**src/rtl/cache_pkg.sv**
```systemverilog
// Shared types and defaults for the cache-to-memory sequencer.
package cache_pkg;

  localparam int ADDR_W_DEF  = 32;
  localparam int DATA_W_DEF  = 32;
  localparam int TIMEOUT_DEF = 255;

  typedef enum logic [1:0] {IDLE, BUS, FILL, HALT} ctrl_state_t;

  typedef enum logic {OWN_I, OWN_D} owner_t;

  // The wait counter is never narrower than 8 bits and always wide
  // enough to hold TIMEOUT, so it cannot wrap before the compare.
  function automatic int cnt_width(input int timeout);
    int w;
    w = $clog2(timeout + 1);
    return (w < 8) ? 8 : w;
  endfunction

endpackage

```
**src/rtl/rr_arb2.sv**
```systemverilog
// Two-input round-robin arbiter for the I and D request lines.
module rr_arb2 (
  input  logic clk,
  input  logic rst_n,
  input  logic en,
  input  logic req_i,
  input  logic req_d,
  output logic gnt_i,
  output logic gnt_d
);

  logic prio_i;

  // Grant the single requester, or the side owed a turn when both ask.
  always_comb begin
    gnt_i = 1'b0;
    gnt_d = 1'b0;
    if (en) begin
      if (req_i && req_d) begin
        gnt_i = prio_i;
        gnt_d = !prio_i;
      end else begin
        gnt_i = req_i;
        gnt_d = req_d;
      end
    end
  end

  // Priority flips only on contested grants; reset favours D.
  always_ff @(posedge clk or negedge rst_n) begin
    if (!rst_n) begin
      prio_i <= 1'b0;
    end else if (en && req_i && req_d) begin
      prio_i <= !prio_i;
    end
  end

endmodule

```
**src/rtl/cache_mem_ctrl.sv**
```systemverilog
// Arbiter and sequencer for the main-memory port shared by I$ and D$.
//
// state | meaning
// IDLE  | sample requests, grant one side, latch its transaction
// BUS   | mem_req held with stable address/data until mem_ready
// FILL  | one-cycle fill/ack strobe to the owning cache
// HALT  | memory timed out; parked until reset
module cache_mem_ctrl
  import cache_pkg::*;
#(
  parameter int ADDR_W  = ADDR_W_DEF,
  parameter int DATA_W  = DATA_W_DEF,
  parameter int TIMEOUT = TIMEOUT_DEF
) (
  input  logic              clk,
  input  logic              rst_n,
  input  logic              i_miss,
  input  logic [ADDR_W-1:0] i_addr,
  input  logic              d_miss,
  input  logic              d_we,
  input  logic [ADDR_W-1:0] d_addr,
  input  logic [DATA_W-1:0] d_wdata,
  output logic              mem_req,
  output logic              mem_we,
  output logic [ADDR_W-1:0] mem_addr,
  output logic [DATA_W-1:0] mem_wdata,
  input  logic [DATA_W-1:0] mem_rdata,
  input  logic              mem_ready,
  output logic              i_fill,
  output logic              d_fill,
  output logic [DATA_W-1:0] fill_data,
  output logic              i_stall,
  output logic              d_stall,
  output logic              timeout_err
);

  localparam int               CNT_W    = cnt_width(TIMEOUT);
  localparam logic [CNT_W-1:0] CNT_LAST = CNT_W'(TIMEOUT - 1);

  ctrl_state_t       state, state_nxt;
  owner_t            owner_q;
  logic              we_q;
  logic [CNT_W-1:0]  wait_cnt;
  logic              gnt_i, gnt_d, grant;

  rr_arb2 u_arb (
    .clk   (clk),
    .rst_n (rst_n),
    .en    (state == IDLE),
    .req_i (i_miss),
    .req_d (d_miss),
    .gnt_i (gnt_i),
    .gnt_d (gnt_d)
  );

  assign grant = gnt_i || gnt_d;

  // State register.
  always_ff @(posedge clk or negedge rst_n) begin
    if (!rst_n) state <= IDLE;
    else        state <= state_nxt;
  end

  // Next-state and decoded outputs; mem_ready only matters in BUS.
  always_comb begin
    state_nxt = state;
    mem_req   = 1'b0;
    i_fill    = 1'b0;
    d_fill    = 1'b0;
    case (state)
      IDLE: if (grant) state_nxt = BUS;
      BUS: begin
        mem_req = 1'b1;
        if (mem_ready)                  state_nxt = FILL;
        else if (wait_cnt == CNT_LAST)  state_nxt = HALT;
      end
      FILL: begin
        i_fill    = (owner_q == OWN_I);
        d_fill    = (owner_q == OWN_D);
        state_nxt = IDLE;
      end
      HALT:    state_nxt = HALT;
      default: state_nxt = IDLE;
    endcase
  end

  assign mem_we  = mem_req && we_q;
  assign i_stall = i_miss && !i_fill;
  assign d_stall = d_miss && !d_fill;

  // Capture the granted transaction so the bus stays stable even if the
  // requester misbehaves and drops its line early.
  always_ff @(posedge clk or negedge rst_n) begin
    if (!rst_n) begin
      owner_q   <= OWN_D;
      we_q      <= 1'b0;
      mem_addr  <= '0;
      mem_wdata <= '0;
    end else if (state == IDLE && grant) begin
      owner_q   <= gnt_d ? OWN_D : OWN_I;
      we_q      <= gnt_d && d_we;
      mem_addr  <= gnt_d ? d_addr : i_addr;
      mem_wdata <= (gnt_d && d_we) ? d_wdata : '0;
    end
  end

  // Completion data, wait counter and the sticky timeout flag.
  always_ff @(posedge clk or negedge rst_n) begin
    if (!rst_n) begin
      fill_data   <= '0;
      wait_cnt    <= '0;
      timeout_err <= 1'b0;
    end else if (state == BUS) begin
      if (mem_ready) begin
        fill_data <= we_q ? '0 : mem_rdata;
        wait_cnt  <= '0;
      end else if (wait_cnt == CNT_LAST) begin
        timeout_err <= 1'b1;
      end else begin
        wait_cnt <= wait_cnt + CNT_W'(1);
      end
    end
  end

endmodule

```
**config.mk**
```make
export PLATFORM = sky130hd
export DESIGN_NAME = cache_mem_ctrl
export DESIGN_NICKNAME = d
export VERILOG_FILES = /design/src/rtl/cache_pkg.sv /design/src/rtl/rr_arb2.sv /design/src/rtl/cache_mem_ctrl.sv
export SDC_FILE = /design/constraint.sdc
export NUM_CORES = 1
export LEC_CHECK = 0
export ABC_AREA = 1
export CORE_MARGIN = 8
export CORE_UTILIZATION = 40
export CTS_BUF_LIST = sky130_fd_sc_hd__clkbuf_8 sky130_fd_sc_hd__clkbuf_16
export CTS_CLUSTER_DIAMETER = 30
export DETAILED_ROUTE_END_ITERATION = 8
export GPL_TIMING_DRIVEN = 1
export HOLD_SLACK_MARGIN = 0.02
export PLACE_DENSITY_LB_ADDON = 0.08
export SYNTH_ARGS = -nofsm -noshare
export SYNTH_HDL_FRONTEND = slang
export SYNTH_SLANG_ARGS = --single-unit
```
**constraint.sdc**
```tcl
create_clock -name clk -period 1.44 [get_ports clk]
set_input_delay 0.216 -clock clk [delete_from_list [all_inputs] [get_ports clk]]
set_output_delay 0.216 -clock clk [all_outputs]
set_load 0.02 [all_outputs]
```
Word-level counts from Yosys, hierarchy flattened
Index checks and enable logic that the tools add are counted.
- output and inout bits: 103
- bits of input ports: 134
- register bits after elaboration: 110
- bitwise logic cells: 2
- add/subtract/negate cells: 1
- reduce and logical (&&, ||, !) cells: 17
- muxes and demuxes: 17
- eq/ne operators: 7
- operator list (kind ; count):
    two-way mux 32 bit ; 3
    two-way mux 8 bit ; 2
    adder 8 x 1 -> 8 bit, second input constant ; 1
    == test 8 bit, second input constant ; 1
    logical AND 1 bit ; 8
    two-way mux 1 bit ; 8
    case mux 2 bit (4 select lines) ; 1
    two-way mux 2 bit ; 3
    AND reduction 2 bit ; 3
    == test 2 bit, second input constant ; 2
    inequality test 2 bit, second input constant ; 2
    logical NOT 1 bit ; 3
    inequality test 3 x 2 -> 1 bit, second input constant ; 1
    AND reduction 3 bit ; 1
    == test 2 x 1 -> 1 bit, second input constant ; 1
    logical NOT 2 bit ; 1
    NOT 1 bit ; 2
    logical OR 1 bit ; 1

Logic depth before layout (Yosys ltp)
Gate-level depths: netlist of the first run.
- word-level depth: 6
- depth in mapped cells: 8
- depth with buffers taken out: 8

By module
A second synthesis of the first run with hierarchy kept.
- cell total of the unflattened synthesis: 518
- area, all modules: 4784.6 µm²
- modules (own cells, without submodules) (module ; instances ; cells an instance ; area each (µm²)):
    cache_mem_ctrl ; 1 ; 508 ; 4719.5
    rr_arb2 ; 1 ; 10 ; 65.1

Least setup slack after synthesis of the first run
Ideal clock, no wire load.
- path type: flip-flop to flip-flop
- start point: register wait_cnt[0]
- end point: register wait_cnt[4]
- data required time: 1375 ps
- data arrival time: 1206 ps
- setup time: 65 ps
- path buffers: 0
- setup slack: 169 ps
- clock period less this slack: 1271 ps
- stages on the path, launching flop included: 9
- cell sequence: dfrtp_1 -> inv_1 -> ha_1 -> nand2_1 -> nor2_1 -> nand2_1 -> nand2_2 -> nand3_1 -> nand2_1
- longest elaborated chain between the ends: 3
- elaborated cells between the ends (all ways): 6
- classes of those cells: add/sub: 1; eq/ne: 2; mux: 2; reduce/logical: 1
- RTL lines (what ; RTL line ; text):
    start, declared ; cache_mem_ctrl.sv:43 ; logic [CNT_W-1:0] wait_cnt;
    start signal, assigned ; cache_mem_ctrl.sv:120 ; wait_cnt <= wait_cnt + CNT_W'(1);
    adder 8 x 1 -> 8 bit or == test 8 bit (tied branches) ; cache_mem_ctrl.sv:120, cache_mem_ctrl.sv:117 ;
    two-way mux 8 bit or inequality test 2 bit (tied branches) ; - ;
    two-way mux 8 bit or AND reduction 2 bit (tied branches) ; - ;
Several ways; a longest one is shown, not always the timed one. The select of a mux whose other input is x is not followed.
A chain may end at the register's enable or synchronous reset.

Worst setup path in the final report of the first run
- start point: register owner_q
- end point: output d_stall
- longest elaborated chain between the ends: 3
- RTL lines (what ; RTL line ; text):
    start, declared ; cache_mem_ctrl.sv:41 ; owner_t owner_q;
    start signal, assigned ; cache_mem_ctrl.sv:100 ; owner_q <= gnt_d ? OWN_D : OWN_I;
    two-way mux 1 bit ; cache_mem_ctrl.sv:70 ; case (state)
    logical NOT 1 bit ; cache_mem_ctrl.sv:89 ; assign d_stall = d_miss && !d_fill;
    logical AND 1 bit ; cache_mem_ctrl.sv:89 ;
    end, declared ; cache_mem_ctrl.sv:33 ; output logic d_stall,
Every way passes these cells.

==> results of run 1 <==
-- what timing repair did --
| action | in CTS | in global routing |
|---|---|---|
| hold buffers | 1 | 0 |
| buffers inserted | 2 | 2 |
| pin swaps | 3 | 8 |
| endpoints found under the hold margin | 29 | 0 |
| gates cloned | 2 | 4 |
| resized for setup | 133 | 37 |
| endpoints found under the setup margin | 108 | 71 |
-- stage by stage --
stage,util [%],area [sq um],power [mW],setup TNS (ns),setup WS [ns]
floorplan,-,5050,3.20,0,0.169
global placement,61.9,7720,3.68,-6.07,-0.219
detailed placement,61.9,7720,3.68,-7.57,-0.220
CTS,63.9,7970,6.21,-0.530,-0.102
global route,65.3,8140,6.37,-1.44,-0.0555
finish,65.3,8140,6.17,-0.0211,-0.0211
-- registers in the layout, summed over array words and instances, names as in the netlist --
signal,count
wait_cnt,8
mem_wdata,32
mem_addr,32
u_arb.prio_i,1
timeout_err,1
fill_data,32
we_q,1
state,2
owner_q,1
-- Yosys cell counts (all sizes together) --
cell    number  share of area (%)
o21bai       2               0.30
a21oi        1               0.32
o21ai       69                7.8
inv         46                3.4
clkinv       1              0.074
nand2      253                 19
clkbuf       7               0.52
xnor2        2               0.35
xor2         1               0.17
ha           2               0.50
dfrtp      109                 54
o211ai       1               0.15
nor2        41                3.5
nand4        1               0.12
dfstp        1               0.52
nand3       51                5.2
buf         27                3.9
-- cell type report --
| class | instances | area share [%] |
|---|---|---|
| inverters | 47 | 2.23 |
| well taps | 172 | 2.64 |
| clock inverters | 5 | 0.600 |
| repair buffers | 269 | 33.2 |
| flip-flops and latches | 110 | 33.9 |
| clock buffers | 11 | 3.11 |
| multi-input cells | 425 | 24.4 |
-- layer usage --
| layer | track usage [%] | share of wire [%] | wire length, microns |
|---|---|---|---|
| met3 | 5.75 | 8.9 | 1510 |
| met4 | 8.39 | 2.3 | 380 |
| met2 | 32.6 | 48 | 8120 |
| met1 | 23.3 | 41 | 6870 |
| met5 | 0 | 0 | 0 |
-- worst min path at each step --
stage                     cells after the start  slack, ns        start             to
final                                         2       0.39        rst_n  fill_data[15]
after global routing                          3       0.41  d_wdata[18]  mem_wdata[18]
after CTS                                     2       0.38        rst_n  fill_data[18]
after detailed placement                      1       0.21        rst_n  fill_data[16]
after global placement                        1       0.20        rst_n  fill_data[15]
after floorplan                               0      -0.08        rst_n   fill_data[0]
-- worst register-to-register path: stages, from the launching register on --
cell,delay (ns)
dfrtp_2,0.44
buf_6,0.14
nor2_4,0.10
buf_6,0.12
o21ai_4,0.08
clkinv_4,0.13
buf_8,0.15
nand2_1,0.06
o21ai_1,0.13
-- layout by cell type, fill, tap and decap left out, types with 4 or more instances in the layout --
master,netlist,layout
buf_6,7,4
dfrtp_1,109,107
clkbuf_16,0,12
o21ai_1,39,40
buf_12,0,8
nand2_2,1,7
nor2_4,3,4
dlygate4sd2_1,0,97
nand3_1,50,50
nand2_4,2,4
inv_1,44,43
buf_4,8,17
clkdlybuf4s50_1,0,132
o21ai_0,17,7
nand2_1,250,242
nor2_1,38,37
o21ai_2,13,21
-- cell families after synthesis --
| family | share of synthesized area, % |
|---|---|
| AOI/OAI and AO/OA | 8.58 |
| and+or+nand+nor | 27.9 |
| DFF | 54.5 |
| xor gates and xnor gates | 0.521 |
| buffers and inverters | 7.93 |
| adders and majority gates | 0.496 |
-- power groups by stage --
stage	sequential, mW	combinational [mW]	clock, mW
4_1_cts	3.09	0.538	2.59
2_1_floorplan	3.15	0.0565	0
3_5_place_dp	3.15	0.533	0
5_1_grt	3.09	0.581	2.71
3_3_place_gp	3.15	0.532	0
6_report	3.09	0.537	2.54
==> flow_metrics.tcl, run 1 <==
set metrics [dict create \
    grt_first_pass_wirelength_microns 25600 \
    power_frac_comb_pct 8.7 \
    critPathTopFamily "flip-flops" \
    intPower_mw 4.88 \
    n_antenna_cell 0 \
    die_w_microns 128 \
    drt_pass1_iterations 5 \
    die_h_microns 128 \
    critical_path.reg2reg.startpoint "state[1]" \
    ys_seq_elements 110 \
    max_stage_delay_ns 0.56 \
    crit_path_end "d_stall" \
    hpwl_microns 12200 \
    critPathSlowestCell "dfstp_2" \
    rows 41 \
    ir_worst_vdd_mv 0.424 \
    finalCriticalPeriod_ns 1.46 \
    antenna_found_initial 0 \
    synth_area_sq_um 5050 \
    sw_frac_of_total_pct 20.9 \
    drc 0 \
    synth-seq-area-share_pct 54.5 \
    htreeDepth 3 \
    max-cap-violations 0 \
    synthCells 615 \
    outcome "finished, violations left" \
    clock_sinks 110 \
    place_congestion 0.815 \
    cts_tree "done" \
    area_growth_syn_to_layout_pct 61.2 \
    crit_cells 4 \
    grt_pass1_vias 4846 \
    hold_class "in -> async" \
    reg2reg_depth 8 \
    clk-insertion-delay-late_ns 0.35 \
    ys_warn_count 0 \
    crit_type "reg -> out" \
    rsz0062_at_grt "true" \
    layout.cells.non_filler 1039 \
    r2r-end "mem_addr[18]" \
    finalClockSkew_ns 0.00747 \
    violations "setup timing" \
    clock_power_share_pct 41.2 \
    numPortBuffers 236 \
    cts_buffer_depth 2 \
    start_kind "flop" \
    root_buffer "clkbuf_16" \
    ys_types 27 \
    cts.clk_slew.worst_paths_ns 0.07 \
    nFillCells 1117 \
    core_area_sq_um 12500 \
    hold_viol_final 0 \
    p_per_area_nw_per_um2 758 \
    fmax_mhz 684 \
    pwr-share-seq_pct 50.1 \
    p_leak_nw 4.37 \
    drive_gt1_share_pct 11.6 \
    relSlewSlack_pct 68.8 \
    nNetsFinal 998 \
    vias_per_cell 4.68 \
    vias 4866 \
    register_area_sq_um 2760 \
    grt_usage_pct 19.6 \
    worst_slew_pin_slew_ns 0.468 \
    critPathRequiredTime_ns 1.22 \
    setup_viol 1 \
    fin_crit_sh_pct 101 \
    slew_violations 0 \
    p_sw_mw 1.29 \
    routed_wl_microns 16900 \
    grt_max_degree 56 \
    drtIter0Drc 320 \
    dieArea_sq_um 16500 \
    dpl.cell_count 1014 \
    rrSetupSlack_ns 0.02 \
    syn_avg_cell_area_sq_um 8.21 \
    crit_chain "inv_2, o21ai_2, inv_1, buf_6" \
    end_kind "output pin" \
    start_util_pct 40.5 \
    numCtsBuffers 9 \
    io_pins 237 \
    crit_start "owner_q" \
    multiInputGateArea_sq_um 1980 \
    final.setup.worst_slack_ns -0.0211 \
    crit_fanout 3 \
    arrival_ns 1.25 \
    finalHoldWorstSlack_ns 0.387 \
    avgRoutedWirePerCell_microns 16.2 \
    ant_nets 0 \
    worst-path-buf-inv 3 \
    gr-total-overflow 0 \
    synth_fp_nets 751 \
]
No activity file was read; power rests on OpenSTA's default activity.
==> inputs of run 2 (changes only) <==
CAP_MARGIN = 20   (was not set)
SLEW_MARGIN = 20   (was not set)
clock period = 1.8 ns   (was 1.44 ns; I/O delays follow)
==> run 2 against run 1 <==
The flow now finishes without violations; power fell by 19%; cell count decreased by 0.96%; sequential power down 20%; largest cell class unchanged; count of clock-buffer cells in the layout unchanged; hold slack improved by 0.042 ns; highest routed layer unchanged; sequential share of layout area grew 0.49 points.
==> flow_metrics.tcl, run 2 (synthesis results as in run 1) <==
set metrics [dict create \
    layout_commonest_cell "nand2_1" \
    crit_fanout 3 \
    io_pins 237 \
    dieArea_sq_um 16500 \
    crit_type "reg -> out" \
    vias 4824 \
    clk-insertion-delay-late_ns 0.34 \
    worst_slew_pin_slew_ns 0.434 \
    cts_tree "done" \
    setup_viol 0 \
    final_area_sq_um 8020 \
    vias_per_cell 4.69 \
    p_leak_nw 3.80 \
    p_per_area_nw_per_um2 627 \
    grt_usage_pct 19.2 \
    drt_pass1_iterations 4 \
    crit_top_cell "inv_1" \
    avgRoutedWirePerCell_microns 15.3 \
    start_util_pct 40.5 \
    grt_max_degree 58 \
    nNetsFinal 989 \
    drc 0 \
    crit_chain "inv_1, o21ai_1, inv_1, dlygate4sd2_1" \
    slew_violations 0 \
    drtIter0Drc 307 \
    fmax_mhz 590 \
    grt_pass1_vias 4862 \
    cts_buffer_depth 2 \
    finalSetupTns_ns 0 \
    grt_first_pass_wirelength_microns 25200 \
    n_antenna_cell 0 \
    die_h_microns 128 \
    critPathTopFamily "flip-flops" \
    rows 41 \
    gr-total-overflow 0 \
    start_kind "flop" \
    hold_viol_final 0 \
    worst-path-buf-inv 3 \
    root_buffer "clkbuf_16" \
    outcome "complete, no violations" \
    hpwl_microns 12100 \
    max_stage_delay_ns 0.55 \
    htreeDepth 3 \
    layout_common_cells "nand2_1 (250), clkdlybuf4s50_1 (229), dfrtp_1 (109), nand3_1 (50), inv_1 (45)" \
    critPathSlowestCell "dfstp_2" \
    core_area_sq_um 12500 \
    relSlewSlack_pct 71.1 \
    clock_sinks 110 \
    area_growth_syn_to_layout_pct 58.8 \
    finalClockSkew_ns 0.0114 \
    rsz0062_at_grt "false" \
    end_kind "output pin" \
    hold_class "in -> async" \
    numCtsBuffers 9 \
    place_area_sq_um 7690 \
    max-cap-violations 0 \
    arrival_ns 1.42 \
    ant_nets 0 \
    numPortBuffers 236 \
    cts.clk_slew.worst_paths_ns 0.07 \
    fin_crit_sh_pct 94.1 \
    ir_worst_vdd_mv 0.492 \
    critPathRequiredTime_ns 1.53 \
    die_w_microns 128 \
    finalCriticalPeriod_ns 1.69 \
    place_congestion 0.821 \
    antenna_found_initial 0 \
    routed_wl_microns 15800 \
    drive_gt1_share_pct 7.35 \
    reg_top3 "fill_data x32, mem_addr x32, mem_wdata x32" \
]
## run 2: cell count changes in the layout (fill, tap and decap cells not counted), moves of 3 or more
cell / before / now
buf_6: 4 / 0
o21ai_2: 21 / 12
clkinv_2: 3 / 0
buf_16: 3 / 0
nand2_2: 7 / 1
buf_2: 3 / 0
dlygate4sd2_1: 97 / 5
nand2_1: 242 / 250
clkdlybuf4s50_1: 132 / 229
clkbuf_16: 12 / 9
o21ai_0: 7 / 15
## run 2: path summary, 6_finish.rpt
path,from,to,slack (ns),cells after the start
setup / recovery,owner_q,d_stall,0.11,4
hold / removal,rst_n,fill_data[21],0.43,2
setup reg to reg,wait_cnt[0],wait_cnt[5],0.28,8
hold reg to reg,u_arb.prio_i,u_arb.prio_i,0.48,1
max in group asynchronous,rst_n,mem_addr[13],0.82,3
min in group clk,u_arb.prio_i,u_arb.prio_i,0.48,1
## run 2: repair_timing
item / in CTS / in global routing
setup endpoints to repair: 6 / 2
endpoints found under the hold margin: 25 / 0
hold buffers: 1 / 0
gates resized for setup: 6 / 3
setup buffers: 0 / 0
## run 2: per-stage QoR
stage / hold WS (ns) / util [%] / cells / setup WS (ns) / power (mW)
floorplan: -0.0256 / - / 615 / 0.529 / 2.56
global placement: 0.245 / 61.7 / 1013 / 0.0361 / 2.94
detailed placement: 0.249 / 61.7 / 1013 / 0.0298 / 2.94
CTS: 0.450 / 64.3 / 1029 / 0.0591 / 5.07
global route: 0.464 / 64.3 / 1029 / 0.00727 / 5.22
finish: 0.429 / 64.3 / 1029 / 0.106 / 5.02
## run 2: worst reg2reg max path, cell delays in order, from the launching register on
cell	delay (ns)
dfrtp_1	0.43
inv_1	0.11
ha_1	0.16
nand2_1	0.06
nor2_1	0.22
nand2_1	0.14
nand2_2	0.16
nand3_1	0.09
nand2_1	0.08
## run 2: area by class of cell
cell class / instances / area [sq um]
Multi-Input combinational cell: 424 / 1900
Clock inverter: 4 / 71.3
Timing Repair Buffer: 261 / 2640
Clock buffer: 11 / 253
Tap cell: 172 / 215
Sequential cell: 110 / 2750
Inverter: 47 / 176
Fill cell: 1099 / 4450
## run 2: metal layers
layer	vias to the layer above	routed length [microns]	track usage, %
met1	2256	6580	23.0
li1	2390	-	-
met4	0	284	5.73
met5	-	0	0
met2	159	7510	31.9
met3	19	1400	6.50
## run 2: power by group
| group | internal (mW) | leakage, nW | switching, mW |
|---|---|---|---|
| clock network | 1.28 | 0.159 | 0.850 |
| registers | 2.47 | 1.52 | 0 |
| logic | 0.284 | 2.12 | 0.135 |
==> inputs of run 3 (changes only) <==
CORE_MARGIN = not set   (was 8)
clock period = 2 ns   (was 1.8 ns; I/O delays follow)
==> run 3 against run 2 <==
Register-to-register slack improved by 0.15 ns; clock power shrank 22%; non-clock buffer count down 9; die area shrank 21%; power shrank 15%; utilization grew 0.30 points; critical endpoint is now i_stall; largest cell class unchanged; largest power group unchanged.
==> flow_metrics.tcl, run 3 (synthesis results as in run 1) <==
set metrics [dict create \
    outcome "complete, no violations" \
    globalRouteMet3Util_pct 4.82 \
    slew_violations 0 \
    grtUsageMet2_pct 37.9 \
    drive_gt1_share_pct 6.48 \
    clk-insertion-delay-late_ns 0.35 \
    numPortBuffers 236 \
    cts_buffer_depth 2 \
    vias 4773 \
    ir_worst_vdd_mv 0.323 \
    fmax_mhz 532 \
    power_mw 4.27 \
    relSlewSlack_pct 59.8 \
    p_sw_mw 0.918 \
    nNetsFinal 980 \
    final_util_pct 64.6 \
    gr-max-usage-layer "met2" \
    pwr-share-seq_pct 52.1 \
    hold_class "in -> async" \
    ant_nets 0 \
    place_congestion 0.810 \
    gr-usage-met1_pct 27.7 \
    antenna_found_initial 0 \
    grt_first_pass_wirelength_microns 22600 \
    die_h_microns 114 \
    crit_type "reg -> out" \
    grt_usage_pct 22.0 \
    core_area_sq_um 12200 \
    setup_viol 0 \
    r2r-end "mem_addr[2]" \
    routed_wl_microns 14100 \
    start_util_pct 41.5 \
    drt_pass1_iterations 5 \
    vias_per_cell 4.69 \
    pre_cts_ws_ns 0.160 \
    intPower_mw 3.35 \
    clock_sinks 110 \
    p_leak_nw 3.72 \
    finalCriticalPeriod_ns 1.88 \
    drc 0 \
    avgRoutedWirePerCell_microns 13.9 \
    layout.cells.non_filler 1017 \
    dieArea_sq_um 13100 \
    final.setup.worst_slack_ns 0.122 \
    finalHoldWorstSlack_ns 0.463 \
    final_area_sq_um 7860 \
    io_pins 237 \
    layout_commonest_cell "nand2_1" \
    area_growth_syn_to_layout_pct 55.6 \
    hold_viol_final 0 \
    dpl.cell_count 1000 \
    gr-total-overflow 0 \
    critical_path.reg2reg.startpoint "state[1]" \
    die_w_microns 114 \
    rsz0062_at_grt "false" \
    reg_top3 "fill_data x32, mem_addr x32, mem_wdata x32" \
    crit_fanout 4 \
    start_kind "flop" \
    hpwl_microns 10300 \
    root_buffer "clkbuf_16" \
    numCtsBuffers 9 \
    sw_frac_of_total_pct 21.5 \
    critPathRequiredTime_ns 1.70 \
    rows 40 \
    end_kind "output pin" \
    cts_tree "done" \
    p_per_area_nw_per_um2 543 \
    worst_slew_pin_slew_ns 0.602 \
    grt_pass1_vias 4628 \
    n_antenna_cell 0 \
    finalClockSkew_ns 0.00703 \
    grt_max_degree 66 \
    layout_common_cells "nand2_1 (250), clkdlybuf4s50_1 (229), dfrtp_1 (109), nand3_1 (50), inv_1 (45)" \
    drtIter0Drc 308 \
    arrival_ns 1.58 \
    rrSetupSlack_ns 0.43 \
    cts.clk_slew.worst_paths_ns 0.07 \
    reg2reg_depth 5 \
    power_frac_comb_pct 8.7 \
    htreeDepth 3 \
    place_area_sq_um 7580 \
    fin_crit_sh_pct 93.9 \
    clock_power_share_pct 39.2 \
    nFillCells 1043 \
    max-cap-violations 0 \
    finalSetupTns_ns 0 \
]
## run 3: cell count changes in the layout (fill, tap and decap cells not counted), moves of 2 or more
cell	before	now
buf_4	17	11
buf_12	8	5
bufinv_16	2	0
clkinv_2	0	2
## run 3: worst max-delay path by stage
| stage | from | to | slack (ns) |
|---|---|---|---|
| 2_1_floorplan | wait_cnt[0] | wait_cnt[4] | 0.73 |
| 4_1_cts | state[0] | d_stall | 0.08 |
| 5_1_grt | state[0] | i_stall | 0.01 |
| 6_report | state[0] | i_stall | 0.12 |
| 3_5_place_dp | i_miss | mem_addr[0] | 0.16 |
| 3_3_place_gp | d_miss | d_stall | 0.19 |
## run 3: what timing repair did
item	in CTS	in global routing
gates resized for setup	6	1
endpoints found under the setup margin	6	1
hold buffers	1	0
buffers inserted	0	0
endpoints found under the hold margin	31	0
## run 3: routing by layer
layer | wire length [microns] | vias to the layer above
li1 | - | 2365
met3 | 1030 | 8
met1 | 6050 | 2221
met2 | 6960 | 179
met5 | 0 | -
met4 | 93 | 0
## run 3: power groups by stage
stage                     logic [mW]  registers [mW]  clock network [mW]
after floorplan               0.0406            2.27                   0
after global placement         0.371            2.27                   0
after detailed placement       0.372            2.27                   0
after CTS                      0.376            2.22                1.73
after global routing           0.403            2.22                1.80
final                          0.371            2.22                1.67
## run 3: final cells by class
type | count | area, sq um | share of cell area [%]
clock buffer | 10 | 239 | 3.04
tap | 168 | 210 | 2.68
multi-input combinational | 424 | 1900 | 24.2
inverter | 47 | 176 | 2.25
clock inverter | 6 | 37.5 | 0.478
timing repair buffer | 252 | 2540 | 32.3
sequential | 110 | 2750 | 35.1
## run 3: worst max-delay path: stages (launching register included)
cell           delay, ns
dfrtp_1             0.43
inv_2               0.13
nand2_1             0.13
o21ai_0             0.18
inv_1               0.05
dlygate4sd2_1       0.31
